**src/rtl/branch_predictor_pkg.sv**
```systemverilog
// ---------------------------------------------------------------------------
// branch_predictor_pkg
//   Shared types and constants for the fetch-stage branch predictor.
//   - lc3b_word   : 16-bit machine word / PC
//   - lc3b_bp_ctr : 2-bit saturating direction counter
//   - BP_CTR_*    : named counter states (strong/weak, taken/not-taken)
// ---------------------------------------------------------------------------
package branch_predictor_pkg;

    typedef logic [15:0] lc3b_word;
    typedef logic [1:0]  lc3b_bp_ctr;

    localparam lc3b_bp_ctr BP_CTR_SNT = 2'b00;  // strongly not-taken
    localparam lc3b_bp_ctr BP_CTR_WNT = 2'b01;  // weakly not-taken
    localparam lc3b_bp_ctr BP_CTR_WT  = 2'b10;  // weakly taken
    localparam lc3b_bp_ctr BP_CTR_ST  = 2'b11;  // strongly taken

endpackage

```
**src/rtl/branch_predictor_sat_counter2.sv**
```systemverilog
// ---------------------------------------------------------------------------
// sat_counter2
//   Combinational next-state function of a 2-bit saturating counter.
//   Ports:
//     i_ctr  in  2  current counter value
//     i_inc  in  1  1 = count towards taken, 0 = towards not-taken
//     o_ctr  out 2  next counter value (sticks at BP_CTR_ST / BP_CTR_SNT)
// ---------------------------------------------------------------------------
module sat_counter2
    import branch_predictor_pkg::*;
(
    input  logic [1:0] i_ctr,
    input  logic       i_inc,
    output logic [1:0] o_ctr
);

    always_comb begin
        o_ctr = i_ctr;
        if (i_inc) begin
            if (i_ctr != BP_CTR_ST) begin
                o_ctr = i_ctr + 2'd1;
            end
        end else begin
            if (i_ctr != BP_CTR_SNT) begin
                o_ctr = i_ctr - 2'd1;
            end
        end
    end

endmodule

```
**src/rtl/branch_predictor.sv**
```systemverilog
// ---------------------------------------------------------------------------
// branch_predictor
//   Direct-mapped BTB with a 2-bit saturating direction counter per entry.
//   Lookup on if_pc is purely combinational; training from WB is registered
//   and becomes visible the cycle after wb_update. A same-cycle lookup of the
//   entry being trained sees the old contents (no bypass).
//
//   Ports:
//     clk            in   1   clock, rising edge
//     reset          in   1   synchronous active-high, clears valid/ctr
//     if_pc          in  16   fetch PC
//     predict_taken  out  1   predicted direction for if_pc
//     taken_pc       out 16   predicted next PC (target or if_pc+2)
//     wb_update      in   1   resolved branch/jump in WB this cycle
//     wb_pc          in  16   PC of the resolved instruction
//     wb_taken       in   1   actual direction
//     wb_target      in  16   actual target
//     hit            out  1   if_pc matched a valid entry
//
//   Optional (macro BRANCH_PREDICTOR_STATS_EN):
//     bp_lookups     out 32   resolved updates seen
//     bp_correct     out 32   updates whose prediction (direction + target
//                             when taken) was right
//     bp_allocs      out 32   new entries allocated
// ---------------------------------------------------------------------------
module branch_predictor
    import branch_predictor_pkg::*;
#(
    parameter int         INDEX_BITS = 3,
    parameter logic [1:0] CTR_INIT   = BP_CTR_WNT,
    parameter logic [1:0] CTR_ALLOC  = BP_CTR_WT
)
(
    input  logic        clk,
    input  logic        reset,
    input  logic [15:0] if_pc,
    output logic        predict_taken,
    output logic [15:0] taken_pc,
    input  logic        wb_update,
    input  logic [15:0] wb_pc,
    input  logic        wb_taken,
    input  logic [15:0] wb_target,
    output logic        hit
`ifdef BRANCH_PREDICTOR_STATS_EN
    ,
    output logic [31:0] bp_lookups,
    output logic [31:0] bp_correct,
    output logic [31:0] bp_allocs
`endif
);

    localparam int ENTRIES = 1 << INDEX_BITS;
    localparam int TAG_W   = 16 - INDEX_BITS - 1;

    logic [ENTRIES-1:0] r_valid;
    logic [TAG_W-1:0]   r_tag    [ENTRIES];
    lc3b_word           r_target [ENTRIES];
    lc3b_bp_ctr         r_ctr    [ENTRIES];

    // Bit 0 of a PC is always zero for word-aligned instructions.
    logic w_unused;
    assign w_unused = if_pc[0] ^ wb_pc[0];

    // ---------------- lookup (fetch side) ----------------
    logic [INDEX_BITS-1:0] w_if_idx;
    logic [TAG_W-1:0]      w_if_tag;
    logic                  w_if_hit;

    assign w_if_idx = if_pc[INDEX_BITS:1];
    assign w_if_tag = if_pc[15:INDEX_BITS+1];

    // Gated by reset so the outputs are clean even before the first
    // reset edge has cleared the table.
    assign w_if_hit      = !reset && r_valid[w_if_idx] && (r_tag[w_if_idx] == w_if_tag);
    assign hit           = w_if_hit;
    assign predict_taken = w_if_hit && r_ctr[w_if_idx][1];
    assign taken_pc      = predict_taken ? r_target[w_if_idx] : (if_pc + 16'd2);

    // ---------------- training (WB side) ----------------
    logic [INDEX_BITS-1:0] w_wb_idx;
    logic [TAG_W-1:0]      w_wb_tag;
    logic                  w_wb_hit;
    logic                  w_wb_alloc;
    lc3b_bp_ctr            w_ctr_next;

    assign w_wb_idx   = wb_pc[INDEX_BITS:1];
    assign w_wb_tag   = wb_pc[15:INDEX_BITS+1];
    assign w_wb_hit   = r_valid[w_wb_idx] && (r_tag[w_wb_idx] == w_wb_tag);
    assign w_wb_alloc = wb_update && !w_wb_hit && wb_taken;

    sat_counter2 u_sat_counter2 (
        .i_ctr (r_ctr[w_wb_idx]),
        .i_inc (wb_taken),
        .o_ctr (w_ctr_next)
    );

    // Tags and targets are left untouched by reset; valid gates their use.
    always_ff @(posedge clk) begin
        if (reset) begin
            for (int i = 0; i < ENTRIES; i++) begin
                r_valid[i] <= 1'b0;
                r_ctr[i]   <= CTR_INIT;
            end
        end else if (wb_update) begin
            if (w_wb_hit) begin
                r_ctr[w_wb_idx] <= w_ctr_next;
                if (wb_taken) begin
                    r_target[w_wb_idx] <= wb_target;
                end
            end else if (wb_taken) begin
                r_valid[w_wb_idx]  <= 1'b1;
                r_tag[w_wb_idx]    <= w_wb_tag;
                r_target[w_wb_idx] <= wb_target;
                r_ctr[w_wb_idx]    <= CTR_ALLOC;
            end
        end
    end

`ifdef BRANCH_PREDICTOR_STATS_EN
    // Prediction the table would have made for wb_pc, from pre-update state.
    logic w_wb_pred;
    logic w_wb_correct;

    assign w_wb_pred    = w_wb_hit && r_ctr[w_wb_idx][1];
    assign w_wb_correct = (w_wb_pred == wb_taken) &&
                          (!wb_taken || (r_target[w_wb_idx] == wb_target));

    always_ff @(posedge clk) begin
        if (reset) begin
            bp_lookups <= '0;
            bp_correct <= '0;
            bp_allocs  <= '0;
        end else if (wb_update) begin
            bp_lookups <= bp_lookups + 32'd1;
            if (w_wb_correct) begin
                bp_correct <= bp_correct + 32'd1;
            end
            if (w_wb_alloc) begin
                bp_allocs <= bp_allocs + 32'd1;
            end
        end
    end
`else
    logic w_unused_alloc;
    assign w_unused_alloc = w_wb_alloc;
`endif

endmodule

```
**config.mk**
```make
export PLATFORM = sky130hd
export DESIGN_NAME = branch_predictor
export DESIGN_NICKNAME = d
export VERILOG_FILES = /design/src/rtl/branch_predictor_pkg.sv /design/src/rtl/branch_predictor_sat_counter2.sv /design/src/rtl/branch_predictor.sv
export SDC_FILE = /design/constraint.sdc
export NUM_CORES = 1
export LEC_CHECK = 0
export CAP_MARGIN = 10
export CORE_MARGIN = 3
export CORE_UTILIZATION = 54
export DETAILED_ROUTE_END_ITERATION = 8
export PLACE_DENSITY = 0.8
export RECOVER_POWER = 50
export SYNTH_ARGS = -nofsm -noshare
export SYNTH_HDL_FRONTEND = slang
export SYNTH_SLANG_ARGS = --single-unit
```
**constraint.sdc**
```tcl
create_clock -name clk -period 3.15 [get_ports clk]
set_input_delay 0.315 -clock clk [delete_from_list [all_inputs] [get_ports clk]]
set_output_delay 0.315 -clock clk [all_outputs]
set_load 0.005 [all_outputs]
```
==> summary.md, run 1 <==
| Metric | Value |
|---|---|
| Status | finished with violations |
| Failing checks | negative setup slack |
| CP required | 2830 ps |
| Slack of the critical path | -518 ps |
| CP endpoint | taken_pc[4] |
| Layout area overhead | 25.9% |
| Slew @ Worst Pin | 832 ps |
| Setup Crit Path Kind | flop to primary output |
| Final Skew | 15.7 ps |
| Largest net degree at the start of global routing | 37 |
| YS warnings | 0 |
| Async set or reset register ratio after synthesis | 0% |
| Post-Synthesis Cell Area | 11600 µm² |
| Dpl hpwl | 19100 µm |
| CP Cell Sequence | mux4_2 > mux2i_1 > buf_4 > xor2_2 > nand4_1 > nor3_2 > nand4bb_4 > buf_6 > mux2_4 > o211a_1 > buf_2 |
| Hold crit path type | flop to flop |
| I/O pin count | 70 |
| Num CTS Buffers | 25 |
| First-pass GRT wire length | 46900 µm |
| Max-slew violations | 0 |
| FF-to-FF setup slack | 20 ps |
| Final Util | 70.6% |
| PortBufs | 68 |
| Total Nets Final | 955 |
| CTS root buf | clkbuf_16 |
| WL/cell | 26.8 µm |
| RSZ-0062 raised after global routing | yes |
| Syn Nets | 773 |
| Fin crit share | 116% |
| Most used DFF post-synth | edfxtp_1 |
| Share of cells above drive strength 1 | 34.0% |
| Register area | 7370 µm² |
| Die height | 152 µm |
| Slew headroom | 44.5% |
| Total GRT Usage | 26.0% |
| Peak supply drop | 0.000391 V |
| Worst Setup End Kind | primary output |
| Initial antenna violation count | 1 |
| Post-Syn Instances | 720 |
| Synth cell types | 50 |
| DIE AREA | 23200 µm² |
| CTS tree | built |
| Fmax | 0.273 GHz |
| Grt total ovfl | 0 |
| Worst skew pair latency | 520 ps |
| R2r startpoint | r_tag[7][5]$_DFFE_PP_ |
| Crit path launch type | flop |
| Vias in the first global route | 8114 |
| CP Max Fanout | 4 |
| Crit path largest cell delay | 470 ps |
| Cell Pwr Density | 509 nW/µm² |
| Worst-path clk slew | 60 ps |
| RePlAce Congestion | 0.907 |
| Via count | 7760 |
| CTS H-Tree Depth | 1 |
| Final Setup Violations | 18 |
| CTS Buffer Depth | 3 |
| Mean Syn Cell Area | 16.1 µm² |
| Filler cells | 1173 |
| Row count | 52 |
| Design area | 14600 µm² |
| Crit path from | r_tag[5][6]$_DFFE_PP_ |
| Placed instance area | 13400 µm² |
| Post-synthesis register bit count | 248 |
| Pleak | 5.07 nW |
| Final WL | 31900 µm |
| R2R Path End | r_ctr[1][1]$_SDFFCE_PN0P_ |
| DP Worst Slack | -371 ps |
| Core area | 20600 µm² |
| Max Cap Viol | 0 |
| Area occupied by multi-input gates | 4190 µm² |
| Clock net sink count | 248 |
| DRC Markers | 0 |
| Worst r2r path cells | 10 |
| CP max stage cell | mux4_2 |
| Final Hold Viols | 0 |
| Via/cell ratio | 6.51 |
| Die width | 152 µm |
| Antenna viol nets, final | 0 |
| TritonRoute pass-1 iters | 5 |
| Initial core utilization | 56.1% |
| DRT iter0 DRCs | 1052 |
| Post-synth EDFFs | 240 |
| Post-layout min period | 3670 ps |
| Post-synthesis sequential area ratio | 63.7% |
| Crit path arrival time | 3350 ps |
| Fin Setup TNS | -5550 ps |
[critical path, delay by kind of cell (launching register included)]
kind / cells / cell delay (ps)
compound gates: 1 / 240
mux: 3 / 920
xor+xnor: 1 / 160
buf+inv: 3 / 490
flops: 1 / 410
simple gates: 3 / 620
[registers in the layout, indices dropped and copies added (netlist names)]
name / cells
r_ctr: 16
r_valid: 8
r_tag: 96
r_target: 128
[cell families after synthesis]
| logic type | share of synthesized area (%) |
|---|---|
| AND/OR/NAND/NOR | 6.73 |
| flip-flops | 63.7 |
| adder cells (fa/ha/maj) | 0.108 |
| buffers and inverters | 2.28 |
| XOR/XNOR | 2.42 |
| AO/OA/AOI/OAI | 4.88 |
| multiplexers | 19.9 |
[where the power goes]
part	internal (W)	total (W)	switching, W	leakage, nW
combinational	0.000352	0.000759	0.000407	2.42
sequential	0.00366	0.00369	0.0000210	2.25
clock	0.00171	0.00297	0.00126	0.399
[worst min path at each step]
stage / from / endpoint / slack (ps) / cells after the start
final: r_valid[2]$_SDFFE_PP0P_ / r_valid[2]$_SDFFE_PP0P_ / 520 / 2
after global routing: r_valid[2]$_SDFFE_PP0P_ / r_valid[2]$_SDFFE_PP0P_ / 530 / 2
after CTS: r_valid[3]$_SDFFE_PP0P_ / r_valid[3]$_SDFFE_PP0P_ / 490 / 2
after detailed placement: r_valid[1]$_SDFFE_PP0P_ / r_valid[1]$_SDFFE_PP0P_ / 480 / 2
after global placement: r_valid[4]$_SDFFE_PP0P_ / r_valid[4]$_SDFFE_PP0P_ / 470 / 2
after floorplan: wb_pc[4] / r_tag[0][0]$_DFFE_PP_ / 410 / 0
[synth_stat cells, types with 4 or more instances]
| cell type | instances | area [µm²] |
|---|---|---|
| edfxtp_1 | 240 | 7210 |
| mux2i_1 | 66 | 661 |
| mux4_2 | 65 | 1460 |
| nand2_1 | 46 | 173 |
| nor2_1 | 28 | 105 |
| clkbuf_1 | 19 | 71.3 |
| o21ai_0 | 19 | 95.1 |
| nor2b_1 | 16 | 100 |
| xnor2_1 | 16 | 140 |
| xor2_1 | 16 | 140 |
| mux2_2 | 14 | 158 |
| o22ai_1 | 14 | 87.6 |
| a21oi_1 | 13 | 65.1 |
| buf_2 | 13 | 65.1 |
| inv_1 | 11 | 41.3 |
| nand2b_1 | 11 | 68.8 |
| nand4_1 | 11 | 68.8 |
| nand3_1 | 10 | 50.1 |
| nor3_1 | 10 | 50.1 |
| a211oi_1 | 8 | 60.1 |
| dfxtp_1 | 8 | 160 |
| o21bai_1 | 8 | 60.1 |
| a22oi_1 | 7 | 52.6 |
| buf_1 | 5 | 18.8 |
| buf_6 | 4 | 45.0 |
| or3_1 | 4 | 25.0 |
[metal layers]
layer | wire length [µm] | vias to the layer above | part of all wire (%) | global-route usage (%)
met5 | 0 | - | 0 | 0
met4 | 1270 | 0 | 4.0 | 8.52
met3 | 2930 | 113 | 9.2 | 3.78
met2 | 16100 | 502 | 50 | 44.3
met1 | 11600 | 3917 | 36 | 34.8
li1 | - | 3228 | - | -
[layout by cell type, fill, tap and decap left out, drive strengths merged, types with 14 or more instances in the layout]
cell type      synthesis  final
dlygate4sd3            0     29
clkbuf                19     36
o21ai                 22     22
nor2                  28     28
buf                   25    146
nand2                 46     46
mux4                  65     65
o22ai                 14     14
mux2                  16     16
edfxtp               240    240
xor2                  16     16
mux2i                 66     66
nor2b                 16     16
clkdlybuf4s50          0     17
xnor2                 16     16
[through the flow]
stage	hold slack, ps	instances	total power (W)
6_report	518	1192	0.00742
5_1_grt	530	1192	0.00761
4_1_cts	495	1186	0.00738
3_5_place_dp	480	1127	0.00447
3_3_place_gp	470	1127	0.00444
2_1_floorplan	414	720	0.00412
[layout make-up]
type | count | share of cell area, %
Antenna cell | 1 | 0.0172
Clock buffer | 29 | 4.40
Clock inverter | 17 | 1.17
Inverter | 11 | 0.301
Multi-Input combinational cell | 417 | 28.8
Sequential cell | 248 | 50.6
Tap cell | 270 | 2.32
Timing Repair Buffer | 199 | 12.4
[what timing repair did]
| action | in CTS | in global routing |
|---|---|---|
| hold buffers | 0 | 0 |
| gates resized for setup | 112 | 34 |
| gates cloned | 0 | 1 |
| setup endpoints to repair | 18 | 118 |
| buffers inserted | 13 | 6 |
| pin swaps | 11 | 8 |
No activity file was read; power rests on OpenSTA's default activity.
==> run 2, diff against run 1 <==
MAX_ROUTING_LAYER = met4   (was default)
==> run 2 against run 1 <==
  * Combinational power about the same
  * First-iteration DRC count fell by 20%
  * Clock power rose by 2%
  * Fmax decreased by 1.8%
  * Cell area rose by 0.27%
  * Non-clock buffer count is 5 lower
  * Sequential share of layout area shrank 0.13 points
  * Wire length fell by 3.5%
  * Utilization up 0.19 points
  * The run still ends with negative setup slack left
  * Sequential cell count stayed put
  * Global-route usage fell by 0.096 points
==> summary.md, run 2 (synthesis results as in run 1) <==
| Metric | Value |
|---|---|
| Hold path startpoint | r_valid[6]$_SDFFE_PP0P_ |
| DRT iter0 DRCs | 841 |
| Post-Layout Cell Count | 1183 |
| Clock net sink count | 248 |
| Share of cells above drive strength 1 | 33.8% |
| FF-to-FF setup slack | 80 ps |
| Max Cap Viol | 0 |
| Pleak | 5.08 nW |
| Largest net degree at the start of global routing | 37 |
| Slack of the critical path | -585 ps |
| Setup Crit Path Kind | flop to primary output |
| Sequential share of power | 49.3% |
| Top reg by flops | r_target |
| DP Worst Slack | -378 ps |
| RePlAce Congestion | 0.891 |
| Initial core utilization | 56.1% |
| Grt total ovfl | 0 |
| CTS Buffer Depth | 3 |
| Min-Delay Endpoint | r_valid[6]$_SDFFE_PP0P_ |
| Layout area overhead | 26.2% |
| Crit path arrival time | 3420 ps |
| Slew headroom | 63.7% |
| Worst Setup End Kind | primary output |
| R2R Path End | r_ctr[5][0]$_SDFFCE_PN1P_ |
| Slew @ Worst Pin | 544 ps |
| CTS H-Tree Depth | 1 |
| First-pass GRT wire length | 45500 µm |
| Crit path from | r_tag[7][6]$_DFFE_PP_ |
| Clk pwr share | 40.6% |
| Core area | 20600 µm² |
| Post-layout min period | 3730 ps |
| Switch Pwr | 0.00164 W |
| Fmax | 0.268 GHz |
| CTS tree | built |
| Placed instance count | 1126 |
| Most common cell after layout, fill and taps aside | edfxtp_1 |
| WL/cell | 26.0 µm |
| DIE AREA | 23200 µm² |
| PortBufs | 68 |
| Worst-path clk slew | 60 ps |
| Final Hold Viols | 0 |
| Peak supply drop | 0.000381 V |
| Internal power | 0.00584 W |
| Row count | 52 |
| Die width | 152 µm |
| Vias in the first global route | 7868 |
| R2r startpoint | r_tag[7][5]$_DFFE_PP_ |
| Placed instance area | 13400 µm² |
| Failing checks | negative setup slack |
| Cell Pwr Density | 512 nW/µm² |
| Commonest cells after routing, fill and taps aside | edfxtp_1, buf_4, mux2i_1 |
| Die height | 152 µm |
| Worst skew pair latency | 540 ps |
| Via count | 7665 |
| TritonRoute pass-1 iters | 5 |
| I/O pin count | 70 |
| Crit path launch type | flop |
| Via/cell ratio | 6.48 |
| Initial antenna violation count | 1 |
| Worst Hold Depth | 2 |
| Final Skew | 22.9 ps |
| CP Max Fanout | 4 |
| Antenna viol nets, final | 0 |
| Switching part of the total | 21.9% |
| Largest register FFs | 128 |
| Hold crit path type | flop to flop |
| Design area | 14600 µm² |
| Fin crit share | 119% |
| Num CTS Buffers | 26 |
| Total Nets Final | 951 |
| Combinational power share | 10.1% |
| DRC Markers | 0 |
| Total GRT Usage | 25.9% |
| Dpl hpwl | 18800 µm |
| Status | finished with violations |
| Final Setup Violations | 17 |
| Worst r2r path cells | 9 |
| RSZ-0062 raised after global routing | yes |
| Max-slew violations | 0 |
| CTS root buf | clkbuf_16 |
| CP required | 2830 ps |
| Final WL | 30800 µm |
| Biggest regs | r_target: 128 flops, r_tag: 96 flops, r_ctr: 16 flops |
| CTS Hold Bufs | 0 |
-- run 2: cell count changes in the layout (fill, tap and decap cells not counted), sizes merged --
cell | previous run | this run
clkinv | 10 | 8
buf | 146 | 147
clkdlybuf4s50 | 17 | 18
inv | 13 | 11
clkbuf | 36 | 30
dlygate4sd3 | 29 | 28
bufinv | 3 | 4
clkinvlp | 2 | 1
-- run 2: metrics by stage --
stage	power (W)	TNS, ps	hold WS [ps]	util (%)
final	0.00748	-7440	504	70.8
after CTS	0.00747	-3980	485	70.3
after global routing	0.00767	-8460	534	70.8
after global placement	0.00444	-37800	471	64.8
after detailed placement	0.00447	-40580	497	64.8
after floorplan	0.00412	-13270	414	-
-- run 2: area by class of cell --
class / instances / area [µm²]
clock buffer: 29 / 662
inverter: 11 / 41.3
timing repair buffer: 194 / 1810
clock inverter: 13 / 174
tap: 270 / 338
fill: 1172 / 6020
antenna: 1 / 2.50
multi-input combinational: 417 / 4210
sequential: 248 / 7370
-- run 2: worst max-delay path by stage --
stage	to	slack, ps
final	taken_pc[5]	-580
after global routing	taken_pc[5]	-620
after CTS	taken_pc[4]	-400
after detailed placement	taken_pc[4]	-380
after global placement	taken_pc[4]	-320
after floorplan	r_tag[0][0]$_DFFE_PP_	-140
-- run 2: routing by layer --
layer | global-route usage [%] | vias to the layer above | wire, µm
met5 | - | - | 0
li1 | - | 3218 | -
met3 | 3.38 | 77 | 2630
met1 | 34.2 | 3871 | 11800
met2 | 41.7 | 499 | 15400
met4 | 9.59 | 0 | 1030
-- run 2: critical path: stages, from the launching register on --
cell	delay, ps
edfxtp_1	400
mux4_2	480
mux2i_1	150
buf_4	170
xor2_4	180
nand4_1	130
nor3_2	240
nand4bb_1	210
buf_6	200
buf_6	120
buf_4	120
mux2i_1	140
a21oi_2	200
buf_2	150
-- run 2: what timing repair did --
item / in CTS / in global routing
cloned: 3 / 0
pin swaps: 17 / 9
resized for setup: 129 / 18
endpoints found under the hold margin: 0 / 0
buffers inserted: 8 / 6
endpoints found under the setup margin: 18 / 116
-- run 2: power by group through the flow --
stage               registers, W  logic, W  clock network [W]
global placement         0.00375  0.000693                  0
floorplan                0.00375  0.000374                  0
CTS                      0.00368  0.000734            0.00305
detailed placement       0.00375  0.000712                  0
finish                   0.00369  0.000756            0.00304
global route             0.00369  0.000798            0.00318
